<file path="config.mk">
export PLATFORM = sky130hd
export DESIGN_NAME = row_skew_feeder
export DESIGN_NICKNAME = d
export VERILOG_FILES = /design/src/rtl/row_skew_feeder.sv
export SDC_FILE = /design/constraint.sdc
export NUM_CORES = 1
export LEC_CHECK = 0
export CAP_MARGIN = 30
export CORE_ASPECT_RATIO = 0.7
export CORE_MARGIN = 3
export CORE_UTILIZATION = 51
export DETAILED_ROUTE_END_ITERATION = 10
export PLACE_DENSITY = 0.79
export SLEW_MARGIN = 15
export SYNTH_ARGS = -nofsm -noshare
export SYNTH_HDL_FRONTEND = slang
export SYNTH_SLANG_ARGS = --single-unit
</file>
<file path="constraint.sdc">
create_clock -name clk -period 3.9 [get_ports clk]
set_clock_uncertainty 0.2 [all_clocks]
set_input_delay 0.39 -clock clk [delete_from_list [all_inputs] [get_ports clk]]
set_output_delay 0.39 -clock clk [all_outputs]
set_load 0.01 [all_outputs]
</file>
<file path="src/rtl/row_skew_feeder.sv">
// ---------------------------------------------------------------------------
// row_skew_feeder
// Read sequencer between row_buffer and the systolic-array row input.
// On start it reads the 2*N-1 staggered rows of one bank (Q or S) in address
// order. It then appends FLUSH_ZEROS all-zero rows and streams everything out
// with valid/ready. A 2-entry output FIFO absorbs the buffer's 1-cycle read
// latency. Issue is credit-gated, so back-pressure never drops or repeats a row.
//
// Ports
//   clk, reset_n    clock, asynchronous active-low reset
//   start, sel      1-cycle request (sampled in IDLE) and bank select (0=Q, 1=S)
//   busy, done      sequence in progress / 1-cycle completion pulse
//   buf_read_en     row_buffer read strobe
//   buf_read_addr   bank-relative row address 0..2N-2
//   buf_sel         latched bank select
//   buf_read_data   row_buffer data, valid the cycle after buf_read_en
//   out_valid, out_ready, out_data, out_last   output row stream
// ---------------------------------------------------------------------------
module row_skew_feeder #(
    parameter int INPUT_WIDTH = 8,
    parameter int MATRIX_SIZE = 3,
    parameter int ADDR_WIDTH  = $clog2(MATRIX_SIZE**2 << 2),
    parameter int FLUSH_ZEROS = MATRIX_SIZE - 1
) (
    input  logic                               clk,
    input  logic                               reset_n,
    input  logic                               start,
    input  logic                               sel,
    output logic                               busy,
    output logic                               done,
    output logic                               buf_read_en,
    output logic [ADDR_WIDTH-1:0]              buf_read_addr,
    output logic                               buf_sel,
    input  logic [MATRIX_SIZE*INPUT_WIDTH-1:0] buf_read_data,
    output logic                               out_valid,
    input  logic                               out_ready,
    output logic [MATRIX_SIZE*INPUT_WIDTH-1:0] out_data,
    output logic                               out_last
);

    localparam int ROW_W = MATRIX_SIZE * INPUT_WIDTH;
    localparam logic [ADDR_WIDTH-1:0] LAST_ADDR = ADDR_WIDTH'(2 * MATRIX_SIZE - 2);
    localparam int FLUSH_CW = $clog2(FLUSH_ZEROS + 2);
    localparam logic [FLUSH_CW-1:0] FLUSH_LAST =
        FLUSH_CW'((FLUSH_ZEROS > 0) ? FLUSH_ZEROS - 1 : 0);
    // With no flush rows the last data row carries out_last.
    localparam bit DATA_ENDS = (FLUSH_ZEROS == 0);

    typedef enum logic [2:0] {
        S_IDLE,
        S_READ,
        S_FLUSH,
        S_DRAIN,
        S_DONE
    } state_t;

    state_t                  state_reg;
    logic [ADDR_WIDTH-1:0]   addr_cnt_reg;
    logic [FLUSH_CW-1:0]     flush_cnt_reg;
    logic                    busy_reg;
    logic                    done_reg;
    logic                    sel_reg;
    logic                    inflight_reg;
    logic                    inflight_last_reg;

    // FIFO: head_reg is the visible entry, tail_reg the one behind it.
    logic [1:0]              occ_reg;
    logic [ROW_W-1:0]        head_reg;
    logic [ROW_W-1:0]        tail_reg;
    logic                    head_last_reg;
    logic                    tail_last_reg;

    logic                    pop;
    logic                    issue;
    logic                    flush_push;
    logic                    push;
    logic                    push_last;
    logic [ROW_W-1:0]        push_data;
    logic                    drain_empty;

    assign pop = (occ_reg != 2'd0) && out_ready;

    // The credit check has to see this cycle's pop. A row leaving now frees
    // the slot for the read issued now. So the strobe is decoded from the
    // registered state rather than registered itself.
    assign issue = (state_reg == S_READ) &&
                   (({1'b0, occ_reg} + {2'b0, inflight_reg}) < (3'd2 + {2'b0, pop}));

    // A zero row waits until the final read has landed. This keeps the pushes
    // in order and limits pushes to one per cycle.
    assign flush_push = (state_reg == S_FLUSH) && !inflight_reg &&
                        ((occ_reg != 2'd2) || pop);

    assign push      = inflight_reg | flush_push;
    assign push_data = inflight_reg ? buf_read_data : '0;
    assign push_last = inflight_reg ? (inflight_last_reg && DATA_ENDS)
                                    : (flush_cnt_reg == FLUSH_LAST);

    // Done fires the cycle after the final handshake. Leave DRAIN when the
    // FIFO is empty, or is about to empty through this cycle's pop.
    assign drain_empty = !inflight_reg &&
                         ((occ_reg == 2'd0) || ((occ_reg == 2'd1) && pop));

    assign busy          = busy_reg;
    assign done          = done_reg;
    assign buf_sel       = sel_reg;
    assign buf_read_en   = issue;
    assign buf_read_addr = issue ? addr_cnt_reg : '0;
    assign out_valid     = (occ_reg != 2'd0);
    assign out_data      = head_reg;
    assign out_last      = out_valid && head_last_reg;

    // Sequencer
    always_ff @(posedge clk or negedge reset_n) begin
        if (!reset_n) begin
            state_reg         <= S_IDLE;
            addr_cnt_reg      <= '0;
            flush_cnt_reg     <= '0;
            busy_reg          <= 1'b0;
            done_reg          <= 1'b0;
            sel_reg           <= 1'b0;
            inflight_reg      <= 1'b0;
            inflight_last_reg <= 1'b0;
        end else begin
            done_reg          <= 1'b0;
            inflight_reg      <= issue;
            inflight_last_reg <= issue && (addr_cnt_reg == LAST_ADDR);
            case (state_reg)
                S_IDLE: begin
                    if (start) begin
                        sel_reg       <= sel;
                        addr_cnt_reg  <= '0;
                        flush_cnt_reg <= '0;
                        busy_reg      <= 1'b1;
                        state_reg     <= S_READ;
                    end
                end
                S_READ: begin
                    if (issue) begin
                        addr_cnt_reg <= addr_cnt_reg + 1'b1;
                        if (addr_cnt_reg == LAST_ADDR) begin
                            state_reg <= DATA_ENDS ? S_DRAIN : S_FLUSH;
                        end
                    end
                end
                S_FLUSH: begin
                    if (flush_push) begin
                        flush_cnt_reg <= flush_cnt_reg + 1'b1;
                        if (flush_cnt_reg == FLUSH_LAST) begin
                            state_reg <= S_DRAIN;
                        end
                    end
                end
                S_DRAIN: begin
                    if (drain_empty) begin
                        busy_reg  <= 1'b0;
                        done_reg  <= 1'b1;
                        state_reg <= S_DONE;
                    end
                end
                S_DONE: begin
                    state_reg <= S_IDLE;
                end
                default: begin
                    state_reg <= S_IDLE;
                end
            endcase
        end
    end

    // Output FIFO. Credit gating guarantees no push arrives when it is full.
    always_ff @(posedge clk or negedge reset_n) begin
        if (!reset_n) begin
            occ_reg       <= 2'd0;
            head_reg      <= '0;
            tail_reg      <= '0;
            head_last_reg <= 1'b0;
            tail_last_reg <= 1'b0;
        end else begin
            case ({push, pop})
                2'b10: begin
                    if (occ_reg == 2'd0) begin
                        head_reg      <= push_data;
                        head_last_reg <= push_last;
                    end else begin
                        tail_reg      <= push_data;
                        tail_last_reg <= push_last;
                    end
                    occ_reg <= occ_reg + 2'd1;
                end
                2'b01: begin
                    if (occ_reg == 2'd2) begin
                        head_reg      <= tail_reg;
                        head_last_reg <= tail_last_reg;
                    end
                    occ_reg <= occ_reg - 2'd1;
                end
                2'b11: begin
                    if (occ_reg == 2'd1) begin
                        head_reg      <= push_data;
                        head_last_reg <= push_last;
                    end else begin
                        head_reg      <= tail_reg;
                        head_last_reg <= tail_last_reg;
                        tail_reg      <= push_data;
                        tail_last_reg <= push_last;
                    end
                end
                default: begin
                end
            endcase
        end
    end

endmodule
</file>
* Yosys cells after proc, flatten, opt, wreduce, memory -nomap -nowiden
Cells that the tools add are included.
Storage, ports and cells: bits in registers 67, output and inout port bits 36, logic and storage cells 103, bits of input ports 29
Cells by class: magnitude comparators 1, add/subtract/negate cells 6, equality and inequality tests 21, reduce and logical (&&, ||, !) cells 26, muxes and demuxes 36, bitwise operators 1
Operators by type and width (count):
- $mux 24 | 6
- $pmux 24 s3 | 1
- $pmux 24 s2 | 1
- $mux 3 | 6
- $mux 6 | 3
- $ne 2x2->1 const B | 9
- $reduce_and 3->1 | 5
- $pmux 3 s4 | 1
- $pmux 6 s2 | 1
- $reduce_bool 2->1 | 6
- $mux 1 | 10
- $pmux 2 s2 | 2
- $logic_and 1x1->1 | 7
- $add 6x1->6 const B | 1
- $eq 2x1->1 const B | 3
- $eq 2x2->1 const B | 3
- $eq 3x2->1 const B | 2
- $eq 6x3->1 const B | 1
- $reduce_and 6->1 | 1
- $add 2x1->2 const B | 2
- $mux 2 | 2
- $ne 2x1->1 const B | 2
- $pmux 1 s2 | 2
- $add 2x1->3 | 1
- other kinds (12) | 13

* Longest topological paths before layout
Gate-level depths: netlist of run 1.
depth after elaboration 8, mapped depth 12, gate-level depth less buffers 11

* Least setup slack after synthesis of run 1
Ideal clock, no wire load.
path kind register -> register, start point reg occ_reg[0], end point reg tail_reg[18], cell stages (with the launch flop) 13, data required time 3566 ps, clock period less this slack 2724 ps, arrival 2390 ps, slack 1176 ps, library setup time 134 ps, path buffers 2, cell sequence dfrtp_1 inv_1 ha_1 nand2b_1 nand2_1 a31o_2 ha_1 nand2b_1 a22o_2 clkbuf_1 clkbuf_1 nand2_1 o21ai_0
Between the ends: longest elaborated chain between the ends 8, elaborated cells on any way between the ends 15, those cells by class eq/ne (6); mux (1); bitwise (1); reduce/logical (7)
RTL lines:
- start: declaration | line 67 | logic [1:0] occ_reg;
- start signal: assignment | line 189 | occ_reg <= occ_reg + 2'd1;
- start signal: assignment | line 196 | occ_reg <= occ_reg - 2'd1;
- $reduce_bool 2->1 | line 81 | assign pop = (occ_reg != 2'd0) && out_ready;
- $logic_and 1x1->1 | line 81
- $logic_or 1x1->1 | line 92 | ((occ_reg != 2'd2) || pop);
- $logic_and 1x1->1 | line 91 | assign flush_push = (state_reg == S_FLUSH) && !inflight_reg &&
- $or 1x1->1 | line 94 | assign push = inflight_reg | flush_push;
- $eq 2x2->1 | line 180 | case ({push, pop})
- $ne 2x2->1 (no line) or $reduce_bool 2->1 (tied branches)
- $reduce_and 3->1 (no line)
- end signal: assignment | line 186 | tail_reg <= push_data;
- end signal: assignment | line 205 | tail_reg <= push_data;
- end: declaration | line 69 | logic [ROW_W-1:0] tail_reg;
Several ways; a longest one is shown, not always the timed one. A chain may end at the register's enable or synchronous reset.

* Worst setup path in the final report of run 1
start point reg occ_reg[0], end point out buf_read_addr[3]
Between the ends: longest elaborated chain between the ends 6, elaborated cells on any way between the ends 7, those cells by class add/sub (2); order compare (1); mux (1); reduce/logical (3)
RTL lines:
- $reduce_bool 2->1 | line 81
- $logic_and 1x1->1 | line 81
- $add 2x1->3 | line 87 | (({1'b0, occ_reg} + {2'b0, inflight_reg}) < (3'd2 + {2'b0, pop}));
- $lt 3x3->1 * | line 87
- $logic_and 1x1->1 * | line 86 | assign issue = (state_reg == S_READ) &&
- $mux 6 * | line 108 | assign buf_read_addr = issue ? addr_cnt_reg : '0;
- end: declaration | line 32 | output logic [ADDR_WIDTH-1:0] buf_read_addr,
Mark *: on every way between the ends. The rest lies on a longest branch, timed or not.

==> results.py, run 1 <==
metrics = {
    "pwr": {
        "p_leak_nw": 1.83,
        "p_comb_frac": 0.495,
        "power_density_nw_per_um2": 920,
        "finalPower_mw": 3.84,
        "power_frac_clock": 0.187,
        "p_sw_mw": 1.53,
        "p_sw_frac": 0.398,
        "pwr-share-seq": 0.318,
        "cellInternalPower_mw": 2.31,
        "ir_drop_v": 0.000459,
    },
    "clock_tree": {
        "cts_tree": "done",
        "clk_pin_slew_ns": 0.07,
        "insertion_delay_ns": 0.35,
        "htreeDepth": 3,
        "cts-root-buf": "clkbuf_8",
        "clock_sinks": 67,
        "cts_made_buffers": 9,
        "clock_path_buffers": 2,
    },
    "yosys": {
        "yosys-top-cells-area": "dfrtp_1, nand2_1, a32oi_1",
        "synth_nets": 372,
        "yosysTopAreaCell": "dfrtp_1",
        "synth_top_area_frac": 0.523,
        "yosysSeqAreaShare": 0.523,
        "netlist_area_um2": 3200,
        "ys_types": 36,
        "ys.flop_type": "dfrtp_1",
        "yosys_warnings": 0,
        "synthArstFlopShare": 1.00,
        "synthCells": 330,
        "synth-edff-count": 0,
        "synth_common_cells": "dfrtp_1, nand2_1, nor2_1",
        "synth_seq_cells": 67,
        "yosysMostFrequentCell": "dfrtp_1",
        "avgSynthCellArea_um2": 9.71,
    },
    "final_layout": {
        "area_growth_pct": 30.4,
        "fin_nets": 433,
        "drive_above_1_share": 0.0859,
        "fill_cells": 457,
        "fin_area_um2": 4180,
        "diodes": 0,
    },
    "job": {
        "drv_cap": 0,
    },
    "critical_path": {
        "crit_path_max_incr_delay_ns": 0.53,
        "cp_common_cell": "ha_1",
        "critPathSlowestCell": "clkdlybuf4s50_1",
        "worstReg2RegEnd": "tail_reg[5]",
        "worstPathArrival_ns": 2.84,
        "crit_path_start": "occ_reg[0]",
        "r2r-start": "occ_reg[0]",
        "reg2reg_slack_ns": 0.74,
        "critPathCaptureType": "primary output",
        "critical_path_class": "register to primary output",
        "crit_end": "buf_read_addr[3]",
        "crit_path_start_kind": "register",
        "critPathMaxFanout": 13,
        "cp.required_ns": 3.31,
        "worstPathCellList": "ha_1 -> ha_1 -> or4b_4 -> a21oi_2 -> and2_1 -> clkdlybuf4s50_1",
        "r2r_cells": 10,
    },
    "floorplan": {
        "die_y_um": 72.3,
        "io_pins": 65,
        "fp.dieArea_um2": 7280,
        "core_um2": 5900,
        "die_w_um": 101,
        "start_util": 0.543,
        "num_rows": 23,
    },
    "sta": {
        "fin_crit_sh": 0.880,
        "period_needed_ns": 3.43,
        "slew_violations": 0,
        "hold_viol_final": 0,
        "setup_violations": 0,
        "fmax_ghz": 0.291,
        "slew_headroom": 0.396,
        "fin_ws_ns": 0.467,
        "holdWs_ns": 0.274,
        "tns_ns": 0,
        "worst_slew_pin_slew_ns": 0.906,
        "rsz0062_at_grt": "false",
    },
    "status": {
        "status": "finished, final reports clean",
    },
    "global_routing": {
        "grt_pass1_wl_mm": 12.7,
        "grtUsageTotal": 0.221,
        "antenna_found_initial": 0,
        "first_global_vias": 2591,
        "grt_max_degree": 54,
        "grt_overflow": 0,
    },
    "placed_design": {
        "placed_cell_area_um2": 3920,
        "gp_congestion": 0.824,
        "port_buffers": 64,
        "post-dp-hpwl_mm": 5.02,
        "dpl_worst_slack_ns": 0.764,
    },
    "detailed_routing": {
        "drtIter0Drc": 234,
        "ant_nets": 0,
        "viasPerCell": 5.66,
        "drt_pass1_iterations": 4,
        "wl_per_cell_um": 16.1,
        "drc_errors": 0,
        "via_count": 2664,
        "drt-total-wl_mm": 7.56,
    },
    "min_path": {
        "hold_class": "register to register",
    },
}
## power groups by stage
stage          sequential, mW  combinational (mW)  clock (mW)
2_1_floorplan            1.25                1.17           0
3_3_place_gp             1.22                1.84           0
3_5_place_dp             1.23                1.91           0
4_1_cts                  1.22                1.91       0.727
5_1_grt                  1.26                2.11       0.761
6_report                 1.22                1.90       0.717
## worst max-delay path, delay by kind of cell, from the launching register on
family / cells / cell delay, ns
buf+inv: 1 / 0.53
simple gates: 2 / 0.71
compound gates: 1 / 0.40
flops: 1 / 0.44
fa+ha+maj: 2 / 0.43
## how the worst min path moves through the flow
stage / cells past startpoint / slack (ns) / endpoint / startpoint
floorplan: 0 / -0.11 / addr_cnt_reg[0] / reset_n
global placement: 2 / 0.26 / buf_sel / buf_sel
detailed placement: 1 / 0.24 / addr_cnt_reg[4] / reset_n
CTS: 2 / 0.28 / buf_sel / buf_sel
global route: 2 / 0.30 / buf_sel / buf_sel
finish: 2 / 0.27 / buf_sel / buf_sel
## through the flow
| step | instances | util |
|---|---|---|
| 3_5_place_dp | 454 | 0.664 |
| 2_1_floorplan | 330 | - |
| 5_1_grt | 471 | 0.708 |
| 6_report | 471 | 0.708 |
| 4_1_cts | 471 | 0.708 |
| 3_3_place_gp | 453 | 0.660 |
## what timing repair did
item,in CTS,in global routing
endpoints found under the hold margin,25,0
hold buffers,1,0
gates resized for setup,0,0
setup buffers,0,0
## cell usage in the layout, fill, tap and decap left out, types with 2 or more instances in the layout
cell type / synthesis / routed
o21ai_1: 9 / 9
nor2_1: 31 / 31
ha_1: 13 / 13
a21oi_1: 27 / 27
a32oi_1: 24 / 24
clkinv_4: 0 / 2
buf_4: 1 / 5
clkdlybuf4s50_1: 0 / 63
nor2b_1: 4 / 4
nor4b_1: 2 / 2
o31ai_1: 2 / 2
inv_1: 11 / 11
mux2i_1: 6 / 6
xnor2_1: 3 / 3
o21ai_0: 16 / 16
a21oi_2: 2 / 2
clkbuf_8: 0 / 10
nand4_1: 2 / 2
and2_1: 7 / 7
dfrtp_1: 67 / 67
nand2_1: 62 / 62
bufinv_16: 0 / 3
nand2b_1: 4 / 4
nand3_1: 3 / 3
## cell type report
cell class | count | area [um^2] | area share
clock buffer | 10 | 138 | 0.0330
clock inverter | 6 | 113 | 0.0270
inverter | 11 | 41.3 | 0.00989
multi-input combinational | 231 | 1410 | 0.338
sequential | 67 | 1680 | 0.401
tap | 75 | 93.8 | 0.0225
timing repair buffer | 71 | 703 | 0.168
## logic make-up after synthesis
family                   synth area share
adder cells (fa/ha/maj)            0.0508
buffers and inverters              0.0395
multiplexers                       0.0223
AND/OR/NAND/NOR                     0.168
AO/OA/AOI/OAI                       0.188
flip-flops                          0.523
XOR/XNOR                          0.00820
## routing by layer
metal  share of wire  up-vias  global-route usage
met3           0.069       18              0.0576
met4           0.023        0              0.0867
met2            0.44       97               0.316
li1                -     1282                   -
met1            0.47     1267               0.324
met5               0        -                   0
Power figures use the tool's default switching activity.
==> run 2, diff against run 1 <==
- PLACE_DENSITY: 0.79 -> 0.88
==> results.py, run 2 (synthesized netlist as in run 1, its figures left out) <==
metrics = {
    "min_path": {
        "hold_class": "primary input to asynchronous set/reset pin",
    },
    "final_layout": {
        "fin_nets": 434,
        "layout_common_cells": "dfrtp_1, clkdlybuf4s50_1, nand2_1, nor2_1, a21oi_1",
        "area_growth_pct": 28.9,
        "fill_cells": 457,
        "final_common_cell": "dfrtp_1",
        "stdcell_count": 472,
        "drive_above_1_share": 0.0856,
        "final_core_util": 0.700,
        "diodes": 0,
    },
    "sta": {
        "fmax_ghz": 0.290,
        "hold_viol_final": 0,
        "worst_slew_pin_slew_ns": 0.860,
        "setup_violations": 0,
        "fin_crit_sh": 0.883,
        "rsz0062_at_grt": "false",
        "slew_violations": 0,
        "slew_headroom": 0.427,
        "period_needed_ns": 3.45,
        "tns_ns": 0,
    },
    "floorplan": {
        "start_util": 0.543,
        "fp.dieArea_um2": 7280,
        "num_rows": 23,
        "die_w_um": 101,
        "io_pins": 65,
        "die_y_um": 72.3,
        "core_um2": 5900,
    },
    "clock_tree": {
        "insertion_delay_ns": 0.34,
        "cts-resized-gates": 0,
        "clock_path_buffers": 2,
        "cts_made_buffers": 9,
        "htreeDepth": 3,
        "clk_pin_slew_ns": 0.07,
        "cts_tree": "done",
        "clock_sinks": 67,
        "cts-root-buf": "clkbuf_8",
    },
    "global_routing": {
        "grt_overflow": 0,
        "antenna_found_initial": 0,
        "grt_max_degree": 54,
        "grt_pass1_wl_mm": 12.2,
        "first_global_vias": 2590,
        "grtUsageTotal": 0.213,
    },
    "critical_path": {
        "crit_path_start_kind": "register",
        "crit_path_max_incr_delay_ns": 0.54,
        "cp.required_ns": 3.31,
        "critPathMaxFanout": 13,
        "worstPathArrival_ns": 2.86,
        "critPathCaptureType": "primary output",
        "worstPathCellList": "ha_1 -> ha_1 -> or4b_4 -> a21oi_2 -> and2_1 -> clkdlybuf4s50_1",
        "critPathSlowestCell": "clkdlybuf4s50_1",
        "critical_path_class": "register to primary output",
        "cp_common_cell": "ha_1",
    },
    "detailed_routing": {
        "viasPerCell": 5.55,
        "ant_nets": 0,
        "drt-total-wl_mm": 7.38,
        "drt_pass1_iterations": 4,
        "drc_errors": 0,
        "via_count": 2621,
        "wl_per_cell_um": 15.6,
        "drtIter0Drc": 177,
    },
    "pwr": {
        "p_leak_nw": 1.81,
        "power_density_nw_per_um2": 896,
        "finalPower_mw": 3.70,
        "ir_drop_v": 0.000456,
    },
    "placed_design": {
        "gp_congestion": 0.835,
        "port_buffers": 64,
        "post-dp-hpwl_mm": 4.92,
        "place_inst": 454,
    },
    "status": {
        "status": "finished, final reports clean",
    },
    "job": {
        "drv_cap": 0,
    },
}
## run 2: changes by cell type in the layout (fill, tap and decap cells not counted)
cell / before / now
buf_4: 5 / 6
clkinv_4: 2 / 0
clkinvlp_4: 0 / 1
bufinv_16: 3 / 1
clkbuf_1: 0 / 1
clkinv_2: 1 / 3
## run 2: final cells by class
class,count,area (um^2),area share
sequential,67,1680,0.406
multi-input combinational,231,1410,0.342
clock inverter,5,52.6,0.0127
timing repair buffer,72,711,0.172
clock buffer,11,141,0.0343
tap,75,93.8,0.0227
inverter,11,41.3,0.0100
## run 2: through the flow
step	instance area, um^2	hold slack [ns]	setup WS [ns]
final	4130	0.264	0.455
after detailed placement	3900	0.263	0.670
after CTS	4100	0.0169	0.422
after global routing	4130	0.285	0.326
after floorplan	3200	-0.106	1.18
after global placement	3900	0.264	0.772
## run 2: per-layer routing
layer / vias to the layer above / routed length, um / global-route usage / part of all wire
met2: 85 / 3440 / 0.333 / 0.47
met1: 1252 / 3440 / 0.290 / 0.47
met3: 9 / 378 / 0.0509 / 0.051
li1: 1275 / - / - / -
met5: - / 0 / 0 / 0
met4: 0 / 112 / 0.0822 / 0.015
## run 2: critical path: cells and delay by family, from the launching register on
| family | cells | cell delay [ns] |
|---|---|---|
| compound gates | 1 | 0.40 |
| fa+ha+maj | 2 | 0.44 |
| buf+inv | 1 | 0.54 |
| flops | 1 | 0.43 |
| simple gates | 2 | 0.71 |
## run 2: path summary, 6_finish.rpt
kind                                  from               end  slack (ns)  cells past startpoint
worst max register to register  occ_reg[0]     tail_last_reg        0.68                      9
min in group clk                   buf_sel           buf_sel        0.28                      2
max in group asynchronous          reset_n  flush_cnt_reg[1]        2.39                      4
worst min-delay path               reset_n   addr_cnt_reg[2]        0.26                      2
worst min register to register     buf_sel           buf_sel        0.28                      2
worst max-delay path            occ_reg[0]  buf_read_addr[3]        0.45                      6
## run 2: power by group
part / internal, mW / leakage, nW / switching [mW]
logic: 0.867 / 0.866 / 1.05
clock network: 0.309 / 0.0991 / 0.257
registers: 1.01 / 0.840 / 0.202
## run 2: repair_timing
item	in CTS	in global routing
endpoints found under the setup margin	0	0
hold buffers	0	1
endpoints found under the hold margin	0	11
buffers inserted	0	0
==> run 3, diff against run 2 <==
- CTS_CLUSTER_DIAMETER: unset -> 40
- HOLD_SLACK_MARGIN: unset -> 0.06
==> results.py, run 3 (synthesized netlist as in run 1, its figures left out) <==
metrics = {
    "status": {
        "status": "finished, final reports clean",
    },
    "placed_design": {
        "post-dp-hpwl_mm": 4.92,
        "dpl_worst_slack_ns": 0.670,
        "gp_congestion": 0.835,
        "port_buffers": 64,
    },
    "detailed_routing": {
        "via_count": 2632,
        "ant_nets": 0,
        "wl_per_cell_um": 15.6,
        "drc_errors": 0,
        "drt_pass1_iterations": 4,
        "drt-total-wl_mm": 7.35,
        "viasPerCell": 5.58,
        "drtIter0Drc": 189,
    },
    "floorplan": {
        "die_w_um": 101,
        "die_y_um": 72.3,
        "core_um2": 5900,
        "fp.dieArea_um2": 7280,
        "start_util": 0.543,
        "io_pins": 65,
        "num_rows": 23,
    },
    "sta": {
        "hold_viol_final": 0,
        "rsz0062_at_grt": "false",
        "fmax_ghz": 0.290,
        "period_needed_ns": 3.44,
        "fin_crit_sh": 0.883,
        "fin_ws_ns": 0.457,
        "worst_slew_pin_slew_ns": 0.849,
        "slew_violations": 0,
        "holdWs_ns": 0.267,
        "tns_ns": 0,
        "slew_headroom": 0.434,
        "setup_violations": 0,
    },
    "critical_path": {
        "r2r_cells": 9,
        "crit_path_start": "occ_reg[0]",
        "r2r-start": "occ_reg[0]",
        "crit_path_start_kind": "register",
        "worstPathArrival_ns": 2.85,
        "critPathMaxFanout": 13,
        "critPathCaptureType": "primary output",
        "critical_path_class": "register to primary output",
        "cp.required_ns": 3.31,
    },
    "final_layout": {
        "fin_nets": 434,
        "final_common_cell": "dfrtp_1",
        "layout_common_cells": "dfrtp_1, clkdlybuf4s50_1, nand2_1, nor2_1, a21oi_1",
        "final_core_util": 0.700,
        "diodes": 0,
        "drive_above_1_share": 0.0856,
        "area_growth_pct": 28.9,
    },
    "global_routing": {
        "grt_overflow": 0,
        "first_global_vias": 2590,
        "grt_max_degree": 54,
        "grtUsageTotal": 0.213,
        "grt_pass1_wl_mm": 12.2,
        "antenna_found_initial": 0,
    },
    "clock_tree": {
        "clock_path_buffers": 2,
        "clk_pin_slew_ns": 0.07,
        "cts-root-buf": "clkbuf_8",
        "clock_sinks": 67,
        "insertion_delay_ns": 0.34,
        "cts_tree": "done",
        "htreeDepth": 3,
        "cts_made_buffers": 9,
    },
    "min_path": {
        "hold_class": "primary input to asynchronous set/reset pin",
    },
    "pwr": {
        "power_density_nw_per_um2": 895,
        "finalPower_mw": 3.69,
        "p_sw_frac": 0.407,
        "ir_drop_v": 0.000455,
        "pwr-share-seq": 0.329,
        "p_comb_frac": 0.519,
        "power_frac_clock": 0.153,
        "cellInternalPower_mw": 2.19,
        "p_sw_mw": 1.50,
        "p_leak_nw": 1.81,
    },
    "job": {
        "drv_cap": 0,
    },
}
run 3: what timing repair did:
item                      in CTS  in global routing
buffers inserted               0                  0
hold endpoints to repair      42                  0
hold buffers                   1                  0
gates resized for setup        0                  0
run 3: critical path, cell delays in order (launching register included):
cell             delay [ns]
dfrtp_1                0.43
ha_1                   0.21
ha_1                   0.23
or4b_4                 0.51
a21oi_2                0.40
and2_1                 0.20
clkdlybuf4s50_1        0.54
run 3: stage by stage:
step                cells  instance area [um^2]
CTS                   471                  4110
global placement      454                  3900
global route          472                  4130
detailed placement    454                  3900
finish                472                  4130
floorplan             330                  3200
run 3: area by class of cell:
cell class | count | area, um^2
clock buffer | 11 | 141
clock inverter | 5 | 52.6
fill | 457 | 1770
inverter | 11 | 41.3
multi-input combinational | 231 | 1410
sequential | 67 | 1680
tap | 75 | 93.8
timing repair buffer | 72 | 711
run 3: worst paths after layout:
kind / to / slack (ns)
hold / removal: addr_cnt_reg[2] / 0.27
setup reg to reg: tail_last_reg / 0.68
hold reg to reg: buf_sel / 0.28
setup / recovery: buf_read_addr[3] / 0.46
min in group clk: buf_sel / 0.28
max in group asynchronous: flush_cnt_reg[1] / 2.39
run 3: metal layers:
metal,vias to the layer above,share of wire,track usage
li1,1276,-,-
met2,89,0.47,0.333
met3,9,0.057,0.0509
met1,1258,0.46,0.290
met5,-,0,0
met4,0,0.015,0.0822
run 3: power groups by stage:
stage	registers (mW)	logic [mW]	clock network, mW
5_1_grt	1.26	2.13	0.611
4_1_cts	1.21	1.93	0.580
2_1_floorplan	1.25	1.17	0
6_report	1.21	1.92	0.564
3_5_place_dp	1.22	1.92	0
3_3_place_gp	1.20	1.84	0
